`config.mk`:
```
export PLATFORM = sky130hd
export DESIGN_NAME = led_sequencer
export DESIGN_NICKNAME = d
export VERILOG_FILES = /design/src/rtl/led_seq_pkg.sv /design/src/rtl/step_timer.sv /design/src/rtl/led_sequencer.sv
export SDC_FILE = /design/constraint.sdc
export NUM_CORES = 1
export LEC_CHECK = 0
export ABC_AREA = 1
export CAP_MARGIN = 30
export CORE_ASPECT_RATIO = 0.9
export CORE_MARGIN = 2
export CORE_UTILIZATION = 45
export DETAILED_ROUTE_END_ITERATION = 8
export GPL_TIMING_DRIVEN = 0
export HOLD_SLACK_MARGIN = 0.06
export PLACE_DENSITY_LB_ADDON = 0.05
export SYNTH_ARGS = -nofsm -noshare
export SYNTH_HDL_FRONTEND = slang
export SYNTH_SLANG_ARGS = --single-unit
```
`constraint.sdc`:
```
create_clock -name clk -period 4.5 [get_ports clk]
set_clock_uncertainty 0.15 [all_clocks]
set_input_delay 0.9 -clock clk [delete_from_list [all_inputs] [get_ports clk]]
set_output_delay 0.9 -clock clk [all_outputs]
set_load 0.03 [all_outputs]
```
`src/rtl/led_seq_pkg.sv`:
```
// Shared types and the lit-LED mask helper for the LED pattern sequencer.
package led_seq_pkg;

    localparam int unsigned MAX_LEDS = 16;
    localparam int unsigned MASK_W   = MAX_LEDS + 1;

    typedef enum logic [1:0] {
        MODE_CHASE  = 2'd0,
        MODE_BOUNCE = 2'd1,
        MODE_FILL   = 2'd2,
        MODE_BLINK  = 2'd3
    } led_mode_e;

    typedef logic [MAX_LEDS-1:0] led_vec_t;

    // Mask is computed one bit wider so fill with pos == 16 yields all-ones.
    function automatic led_vec_t led_mask(input led_mode_e m,
                                          input logic [4:0] pos,
                                          input int unsigned n);
        led_vec_t mask;
        case (m)
            MODE_CHASE,
            MODE_BOUNCE: mask = MAX_LEDS'(MASK_W'(1) << pos);
            MODE_FILL:   mask = MAX_LEDS'((MASK_W'(1) << pos) - MASK_W'(1));
            MODE_BLINK:  mask = (pos == 5'd0) ? MAX_LEDS'((MASK_W'(1) << n) - MASK_W'(1))
                                              : '0;
            default:     mask = '0;
        endcase
        return mask;
    endfunction

endpackage

```
`src/rtl/step_timer.sv`:
```
// Speed-scaled step prescaler: ticks once every TICKS_PER_STEP << speed cycles.
module step_timer #(
    parameter int unsigned TICKS_PER_STEP = 25_000_000
) (
    input  logic       clk,
    input  logic       rst,
    input  logic       clr,
    input  logic       pause,
    input  logic [1:0] speed,
    output logic       tick
);

    localparam int unsigned CNT_W = $clog2(TICKS_PER_STEP * 8);

    logic [CNT_W-1:0] cnt_q, cnt_d;
    logic [CNT_W-1:0] limit;

    // >= compare lets a shortened period fire at once instead of wrapping.
    always_comb begin
        limit = CNT_W'((TICKS_PER_STEP << speed) - 32'd1);
        tick  = !pause && (cnt_q >= limit);
    end

    always_comb begin
        cnt_d = cnt_q;
        if (clr || tick) begin
            cnt_d = '0;
        end else if (!pause) begin
            cnt_d = cnt_q + CNT_W'(1);
        end
    end

    always_ff @(posedge clk) begin
        if (rst) begin
            cnt_q <= '0;
        end else begin
            cnt_q <= cnt_d;
        end
    end

endmodule

```
`src/rtl/led_sequencer.sv`:
```
// Configurable LED pattern generator: chase, bounce, fill and blink with
// speed select, pause and optional active-low drive.
//
// mode_q      | meaning
// MODE_CHASE  | single lit LED walks up and wraps
// MODE_BOUNCE | single lit LED walks up then back down
// MODE_FILL   | LEDs fill from bit 0, then all clear
// MODE_BLINK  | all LEDs toggle on/off
module led_sequencer
    import led_seq_pkg::*;
#(
    parameter int unsigned NUM_LEDS       = 3,
    parameter int unsigned TICKS_PER_STEP = 25_000_000,
    parameter bit          ACTIVE_LOW     = 1'b0
) (
    input  logic                clk,
    input  logic                rst,
    input  logic [1:0]          mode,
    input  logic [1:0]          speed,
    input  logic                pause,
    output logic [NUM_LEDS-1:0] leds,
    output logic                step_pulse
);

    localparam int unsigned          PW       = $clog2(NUM_LEDS + 1);
    localparam logic [PW-1:0]        POS_ONE  = PW'(1);
    localparam logic [PW-1:0]        POS_LAST = PW'(NUM_LEDS - 1);
    localparam logic [PW-1:0]        POS_FILL = PW'(NUM_LEDS);
    localparam logic [NUM_LEDS-1:0]  POL      = {NUM_LEDS{ACTIVE_LOW}};
    localparam logic [NUM_LEDS-1:0]  RST_LEDS = NUM_LEDS'(1) ^ POL;

    led_mode_e           mode_q, mode_d;
    logic [PW-1:0]       pos_q, pos_d;
    logic                dir_q, dir_d;
    logic [NUM_LEDS-1:0] leds_q, leds_d;
    logic                pulse_q, pulse_d;
    logic                mode_chg;
    logic                tick;

    assign mode_chg = (led_mode_e'(mode) != mode_q);

    step_timer #(
        .TICKS_PER_STEP (TICKS_PER_STEP)
    ) u_step_timer (
        .clk   (clk),
        .rst   (rst),
        .clr   (mode_chg),
        .pause (pause),
        .speed (speed),
        .tick  (tick)
    );

    function automatic logic [NUM_LEDS-1:0] drive(input led_mode_e m, input logic [PW-1:0] p);
        return NUM_LEDS'(led_mask(m, 5'(p), NUM_LEDS)) ^ POL;
    endfunction

    always_comb begin
        mode_d  = mode_q;
        pos_d   = pos_q;
        dir_d   = dir_q;
        leds_d  = leds_q;
        pulse_d = 1'b0;
        // A mode change wins over a coincident tick and never pulses.
        if (mode_chg) begin
            mode_d = led_mode_e'(mode);
            pos_d  = '0;
            dir_d  = 1'b0;
            leds_d = drive(led_mode_e'(mode), '0);
        end else if (tick) begin
            case (mode_q)
                MODE_CHASE: pos_d = (pos_q == POS_LAST) ? '0 : pos_q + POS_ONE;
                MODE_BOUNCE: begin
                    if (NUM_LEDS == 1) begin
                        pos_d = '0;
                    end else if (!dir_q) begin
                        if (pos_q == POS_LAST) begin
                            pos_d = pos_q - POS_ONE;
                            dir_d = 1'b1;
                        end else begin
                            pos_d = pos_q + POS_ONE;
                        end
                    end else begin
                        if (pos_q == '0) begin
                            pos_d = pos_q + POS_ONE;
                            dir_d = 1'b0;
                        end else begin
                            pos_d = pos_q - POS_ONE;
                        end
                    end
                end
                MODE_FILL:  pos_d = (pos_q == POS_FILL) ? '0 : pos_q + POS_ONE;
                MODE_BLINK: pos_d = (pos_q == '0) ? POS_ONE : '0;
                default:    pos_d = '0;
            endcase
            leds_d  = drive(mode_q, pos_d);
            pulse_d = 1'b1;
        end
    end

    always_ff @(posedge clk) begin
        if (rst) begin
            mode_q  <= MODE_CHASE;
            pos_q   <= '0;
            dir_q   <= 1'b0;
            leds_q  <= RST_LEDS;
            pulse_q <= 1'b0;
        end else begin
            mode_q  <= mode_d;
            pos_q   <= pos_d;
            dir_q   <= dir_d;
            leds_q  <= leds_d;
            pulse_q <= pulse_d;
        end
    end

    assign leds       = leds_q;
    assign step_pulse = pulse_q;

endmodule

```
==> results of run 1 <==
[worst max-delay path: stages]
cell and delay (ns):
clkdlybuf4s50_1 0.49, nor2_1 0.42, inv_1 0.09, ha_1 0.30, nand2_1 0.08, nor2_1 0.13
nand3_1 0.08, nand3_1 0.12, nand2_1 0.06, nand3_1 0.14, nand2_1 0.18, nand2_1 0.15
buf_2 0.26, nor2_1 0.07
[metal layers]
metal  vias up  wire, um
met2        33      2520
met5         -         0
met4         0        38
li1       1320         -
met1      1074      3310
met3         5       241
[kinds of logic (layout without fill, tap and decap cells)]
logic type,after synthesis,in the layout,synth area share [%]
AO/OA/AOI/OAI,28,28,5.99
XOR/XNOR,17,17,5.57
adder cells (fa/ha/maj),26,26,12.2
buffers and inverters,62,80,9.12
flip-flops,37,37,27.7
other,2,3,0.281
AND/OR/NAND/NOR,237,237,39.2
[synth_stat cells, drive strengths merged]
cell type	n
nand2	114
nor2	64
inv	56
dfxtp	37
nand3	32
ha	26
a21oi	20
nor3	10
nand4	9
xor2	9
xnor2	8
o21ai	6
or2	5
buf	4
a21o	2
clkbuf	2
conb	2
nor4	2
nor3b	1
[how the worst min path moves through the flow]
stage	depth (start not counted)	to	startpoint	slack (ns)
finish	2	leds[2]$_SDFFE_PP0P_	leds[2]$_SDFFE_PP0P_	0.35
CTS	2	leds[2]$_SDFFE_PP0P_	leds[2]$_SDFFE_PP0P_	0.35
detailed placement	2	leds[2]$_SDFFE_PP0P_	leds[2]$_SDFFE_PP0P_	0.33
floorplan	2	u_step_timer.cnt_q[1]$_SDFFE_PP0N_	u_step_timer.cnt_q[1]$_SDFFE_PP0N_	0.32
global placement	2	leds[2]$_SDFFE_PP0P_	leds[2]$_SDFFE_PP0P_	0.32
global route	2	u_step_timer.cnt_q[1]$_SDFFE_PP0N_	u_step_timer.cnt_q[1]$_SDFFE_PP0N_	0.39
[per-stage QoR]
step           std cells  power (W)  hold slack (ns)  area (sq um)
2_1_floorplan        410   0.000385            0.322          2680
3_3_place_gp         490   0.000408            0.317          2870
3_5_place_dp         490   0.000409            0.334          2870
4_1_cts              498   0.000716            0.345          2980
5_1_grt              498   0.000739            0.388          2980
6_report             498   0.000707            0.347          2980
[where the power goes]
group,total (W),internal [W],switching (W)
clock,0.000306,0.000181,0.000125
combinational,0.0000667,0.0000243,0.0000424
sequential,0.000335,0.000331,0.00000343
total,0.000707,0.000536,0.000171
[sequential cells by signal, summed over array words and instances (netlist names), named ones only]
name,cells
mode_q,2
step_pulse,1
pos_q,2
leds,3
u_step_timer.cnt_q,28
[layout by cell type (no fill, tap or decap), types with 2 or more instances in the layout]
master           synthesis  layout
dfxtp_1                 37      37
buf_2                    3       3
inv_2                    3       3
xor2_1                   9       9
or2_2                    3       3
nand4_1                  9       9
xnor2_1                  8       8
ha_1                    26      26
inv_1                   53      53
nor3_1                   9       9
clkbuf_8                 0       6
nand2_1                112     112
o21ai_0                  6       6
a21o_1                   2       2
a21oi_1                 18      18
nand3_1                 29      29
nand3_2                  2       2
clkdlybuf4s50_1          0      10
nor2_2                   4       4
conb_1                   2       3
nand2_2                  2       2
or2_0                    2       2
clkbuf_1                 2       3
nor4_1                   2       2
nor2_1                  58      58
nor2_4                   2       2
[area by class of cell]
cell class / instances / area (sq um)
flip-flops and latches: 37 / 741
clock buffers: 7 / 86.3
repair buffers: 10 / 100
well taps: 70 / 87.6
inverters: 56 / 210
multi-input cells: 311 / 1690
clock inverters: 1 / 30.0
plain buffers: 6 / 33.8
fillers: 592 / 2740
==> results_dict.tcl, run 1 <==
set metrics [dict create \
    r2r_setup_slack_ns 2.26 \
    yosysWarningCount 0 \
    synthesis.area_per_instance_sq_um 6.54 \
    met2_usage_pct 29.6 \
    remaining_global_route_overflow 0 \
    die-width_um 85.3 \
    cts-hold-fix-buffers 0 \
    result_of_the_run "completed" \
    met1_use_gr_pct 30.0 \
    grt_setup_unrepaired "false" \
    finalNetCount 460 \
    max_slew_headroom_pct 55.5 \
    synth_cells 409 \
    synth_top_area_cell "dfxtp_1" \
    vdd_drop_max_uv 114 \
    arrival_ns 3.48 \
    grt_max_degree 12 \
    routed_wl_um 6110 \
    boundaryPins 11 \
    row_count 26 \
    preCtsSetupSlack_ns 0.698 \
    floorplan.core_area_sq_mm 0.00573 \
    crit_path_start "speed[0]" \
    drt_pass1_iterations 4 \
    p_leak_nw 1.31 \
    peak_freq_ghz 0.289 \
    detail_route.vias_per_cell 4.88 \
    reg2reg_to "pos_q[0]$_SDFFE_PP0P_" \
    grt_pass1_wl_um 10400 \
    netlist_top_cells_area "dfxtp_1, nand2_1, ha_1" \
    finalHoldViolCount 0 \
    drv_slew 0 \
    route.detailed.wl_per_inst_um 12.3 \
    finalWeightedCongestion 0.892 \
    place.port_buffers 10 \
    cts_made_buffers 5 \
    cts.repair_timing.setup_buffer_count 0 \
    rr_startpoint "u_step_timer.cnt_q[15]$_SDFFE_PP0N_" \
    worst_r2r_path_depth 13 \
    netlist_area_pre_place_sq_mm 0.00268 \
    setup_total_negative_slack_ns 0 \
    floorplan.initialDensity_pct 46.7 \
    drt.antenna.violating_nets 0 \
    cts-htree-levels 2 \
    worst_pin_slew_ns 0.661 \
    min_path_type "reg2reg" \
    numClockSinks 37 \
    post-dp-hpwl_um 4780 \
    clk_path_buf_depth 2 \
    fin_util_pct 52.1 \
    insertion_delay_ns 0.29 \
    height_of_the_chip_um 77.1 \
    synth_top_area_share_pct 27.7 \
    synth.distinct_cells 30 \
    power-per-cell-area_mw_per_mm2 237 \
    cts_root_buf "clkbuf_8" \
    final_critical_path_setup_slack_ns 1.04 \
    synth-seq-area-share_pct 27.7 \
    cts.reportedPaths.clkPinSlew_ns 0.08 \
    finalSetupViolCount 0 \
    cp.required_ns 4.53 \
    drc 0 \
    via_count_of_the_first_global_routing_pass 2198 \
    gr-max-usage-layer "met1" \
    grt_use_met3_pct 3.55 \
    insertedDiodeCount 0 \
    drtIter0Drc 108 \
    post_cts.resized_instances 0 \
    drv.max_cap_violation_count 0 \
    crit_path_start_kind "input port" \
    period_minus_slack_ns 3.46 \
    post_route_cells_drive_above_1_share_pct 7.48 \
    vias 2432 \
    cts_tree "done" \
    endpoint_kind "flip-flop" \
    path_class "in2reg" \
    timing.critical_path.to "u_step_timer.cnt_q[19]$_SDFFE_PP0N_" \
    top_fanout_value_on_the_critical_path 10 \
    syn2layout_area_growth_pct 11.5 \
    synth-seq-cells 37 \
    floorplan.die_area_sq_mm 0.00658 \
    period_share_pct 76.8 \
    antenna_found_initial 0 \
    grt_usage_pct 20.0 \
]
Note: power is estimated with default switching activity, not from simulation.
==> run 2, diff against run 1 <==
Clock period 4.5 ns to 3.2 ns, I/O delays scaled along.
==> run 2 against run 1 <==
- via count decreased by 0.74%
- global-route usage about the same
- clock power increased by 40%
- combinational power increased by 43%
- count of clock-buffer cells in the layout unchanged
- register-to-register slack got worse by 1.3 ns
- first-iteration DRC count decreased by 4.6%
- utilization increased by 0.26 points
- setup slack got worse by 0.84 ns
- critical endpoint is now pos_q[0]$_SDFFE_PP0P_
- largest cell class unchanged
==> results_dict.tcl, run 2 (same netlist as run 1, synthesis figures left out) <==
set metrics [dict create \
    result_of_the_run "completed" \
    endpoint_kind "flip-flop" \
    row_count 26 \
    power-per-cell-area_mw_per_mm2 331 \
    max_slew_headroom_pct 56.2 \
    syn2layout_area_growth_pct 12.1 \
    layout_common_cells "nand2_1, nor2_1, inv_1" \
    post-dp-hpwl_um 4780 \
    die-width_um 85.3 \
    height_of_the_chip_um 77.1 \
    regMostFlops "u_step_timer.cnt_q" \
    floorplan.initialDensity_pct 46.7 \
    route.detailed.wl_per_inst_um 12.3 \
    finalNetCount 460 \
    detail_route.vias_per_cell 4.85 \
    cts_made_buffers 5 \
    finalSetupViolCount 0 \
    path_class "in2reg" \
    boundaryPins 11 \
    cp.required_ns 3.25 \
    vdd_drop_max_uv 160 \
    antenna_found_initial 0 \
    vias 2414 \
    grt_pass1_wl_um 10500 \
    post_route_cells_drive_above_1_share_pct 7.71 \
    arrival_ns 3.04 \
    worst_pin_slew_ns 0.651 \
    drtIter0Drc 103 \
    mostFrequentLayoutCell "nand2_1" \
    crit_path_start_kind "input port" \
    remaining_global_route_overflow 0 \
    largest_register_ffs 28 \
    cts_tree "done" \
    clk_path_buf_depth 2 \
    floorplan.core_area_sq_mm 0.00573 \
    drc 0 \
    grt_max_degree 12 \
    grt_usage_pct 20.0 \
    place.port_buffers 10 \
    numClockSinks 37 \
    p_leak_nw 1.32 \
    final_critical_path_setup_slack_ns 0.206 \
    top_fanout_value_on_the_critical_path 10 \
    finalWeightedCongestion 0.892 \
    via_count_of_the_first_global_routing_pass 2201 \
    floorplan.die_area_sq_mm 0.00658 \
    period_share_pct 93.5 \
    routed_wl_um 6110 \
    cts.reportedPaths.clkPinSlew_ns 0.08 \
    fin_util_pct 52.4 \
    grt_setup_unrepaired "false" \
    drt_pass1_iterations 4 \
    min_path_type "reg2reg" \
    period_minus_slack_ns 2.99 \
    finalHoldViolCount 0 \
    drt.antenna.violating_nets 0 \
    insertedDiodeCount 0 \
    cts_root_buf "clkbuf_8" \
    insertion_delay_ns 0.29 \
    peak_freq_ghz 0.334 \
    cts-htree-levels 2 \
    drv.max_cap_violation_count 0 \
    preCtsSetupSlack_ns -0.342 \
    drv_slew 0 \
]
## run 2: cell types whose count changed in the layout (fill, tap and decap cells not counted)
| cell | delta |
|---|---|
| nor2_1 | -1 |
| clkdlybuf4s50_1 | -1 |
| nor2_4 | +1 |
| buf_2 | -2 |
| dlymetal6s2s_1 | +1 |
| clkbuf_4 | +2 |
## run 2: metal layers
layer / global-route usage, % / routed length (um) / part of all wire [%] / up-vias
li1: - / - / - / 1318
met1: 30.0 / 3400 / 56 / 1068
met2: 29.7 / 2500 / 41 / 23
met3: 3.55 / 163 / 2.7 / 5
met4: 4.29 / 42 / 0.69 / 0
met5: 0 / 0 / 0 / -
## run 2: worst paths after layout
kind	startpoint	endpoint	slack (ns)	cells past startpoint
hold / removal	leds[2]$_SDFFE_PP0P_	leds[2]$_SDFFE_PP0P_	0.35	2
hold reg to reg	leds[2]$_SDFFE_PP0P_	leds[2]$_SDFFE_PP0P_	0.35	2
setup / recovery	speed[0]	pos_q[0]$_SDFFE_PP0P_	0.21	14
setup reg to reg	u_step_timer.cnt_q[11]$_SDFFE_PP0N_	pos_q[0]$_SDFFE_PP0P_	0.94	11
## run 2: area by class of cell
cell class | count | area (sq um)
inverter | 56 | 210
timing repair buffer | 10 | 103
fill | 593 | 2730
sequential | 37 | 741
clock inverter | 1 | 30.0
multi-input combinational | 311 | 1700
tap | 70 | 87.6
buffer | 6 | 38.8
clock buffer | 7 | 86.3
## run 2: worst max-delay path, cell delays in order
cell,delay [ns]
clkdlybuf4s50_1,0.52
nor2_4,0.21
inv_1,0.06
ha_1,0.28
nand2_1,0.10
nor2_1,0.05
nor2_1,0.09
nand3_1,0.13
nand2_1,0.08
nand3_1,0.14
nand2_1,0.22
nand2_1,0.13
buf_6,0.17
o21ai_0,0.20
## run 2: power breakdown
| part | switching (W) | total [W] | leakage [nW] | internal (W) |
|---|---|---|---|---|
| combinational | 0.0000605 | 0.0000957 | 0.961 | 0.0000351 |
| sequential | 0.00000474 | 0.000470 | 0.299 | 0.000466 |
| clock | 0.000173 | 0.000427 | 0.0585 | 0.000254 |
## run 2: through the flow
step | instance area (sq um) | TNS (ns) | total power, W | hold slack [ns] | std cells
2_1_floorplan | 2680 | 0 | 0.000541 | 0.322 | 410
3_3_place_gp | 2870 | -7.90 | 0.000574 | 0.317 | 490
3_5_place_dp | 2870 | -9.12 | 0.000575 | 0.334 | 490
4_1_cts | 2990 | 0 | 0.00101 | 0.345 | 498
5_1_grt | 3000 | 0 | 0.00104 | 0.388 | 498
6_report | 3000 | 0 | 0.000993 | 0.346 | 498
## run 2: repair_timing
item / in CTS / in global routing
buffers inserted: 0 / 0
pin swaps: 0 / 1
resized for setup: 1 / 4
setup endpoints to repair: 18 / 24
hold endpoints to repair: 0 / 0
hold buffers: 0 / 0
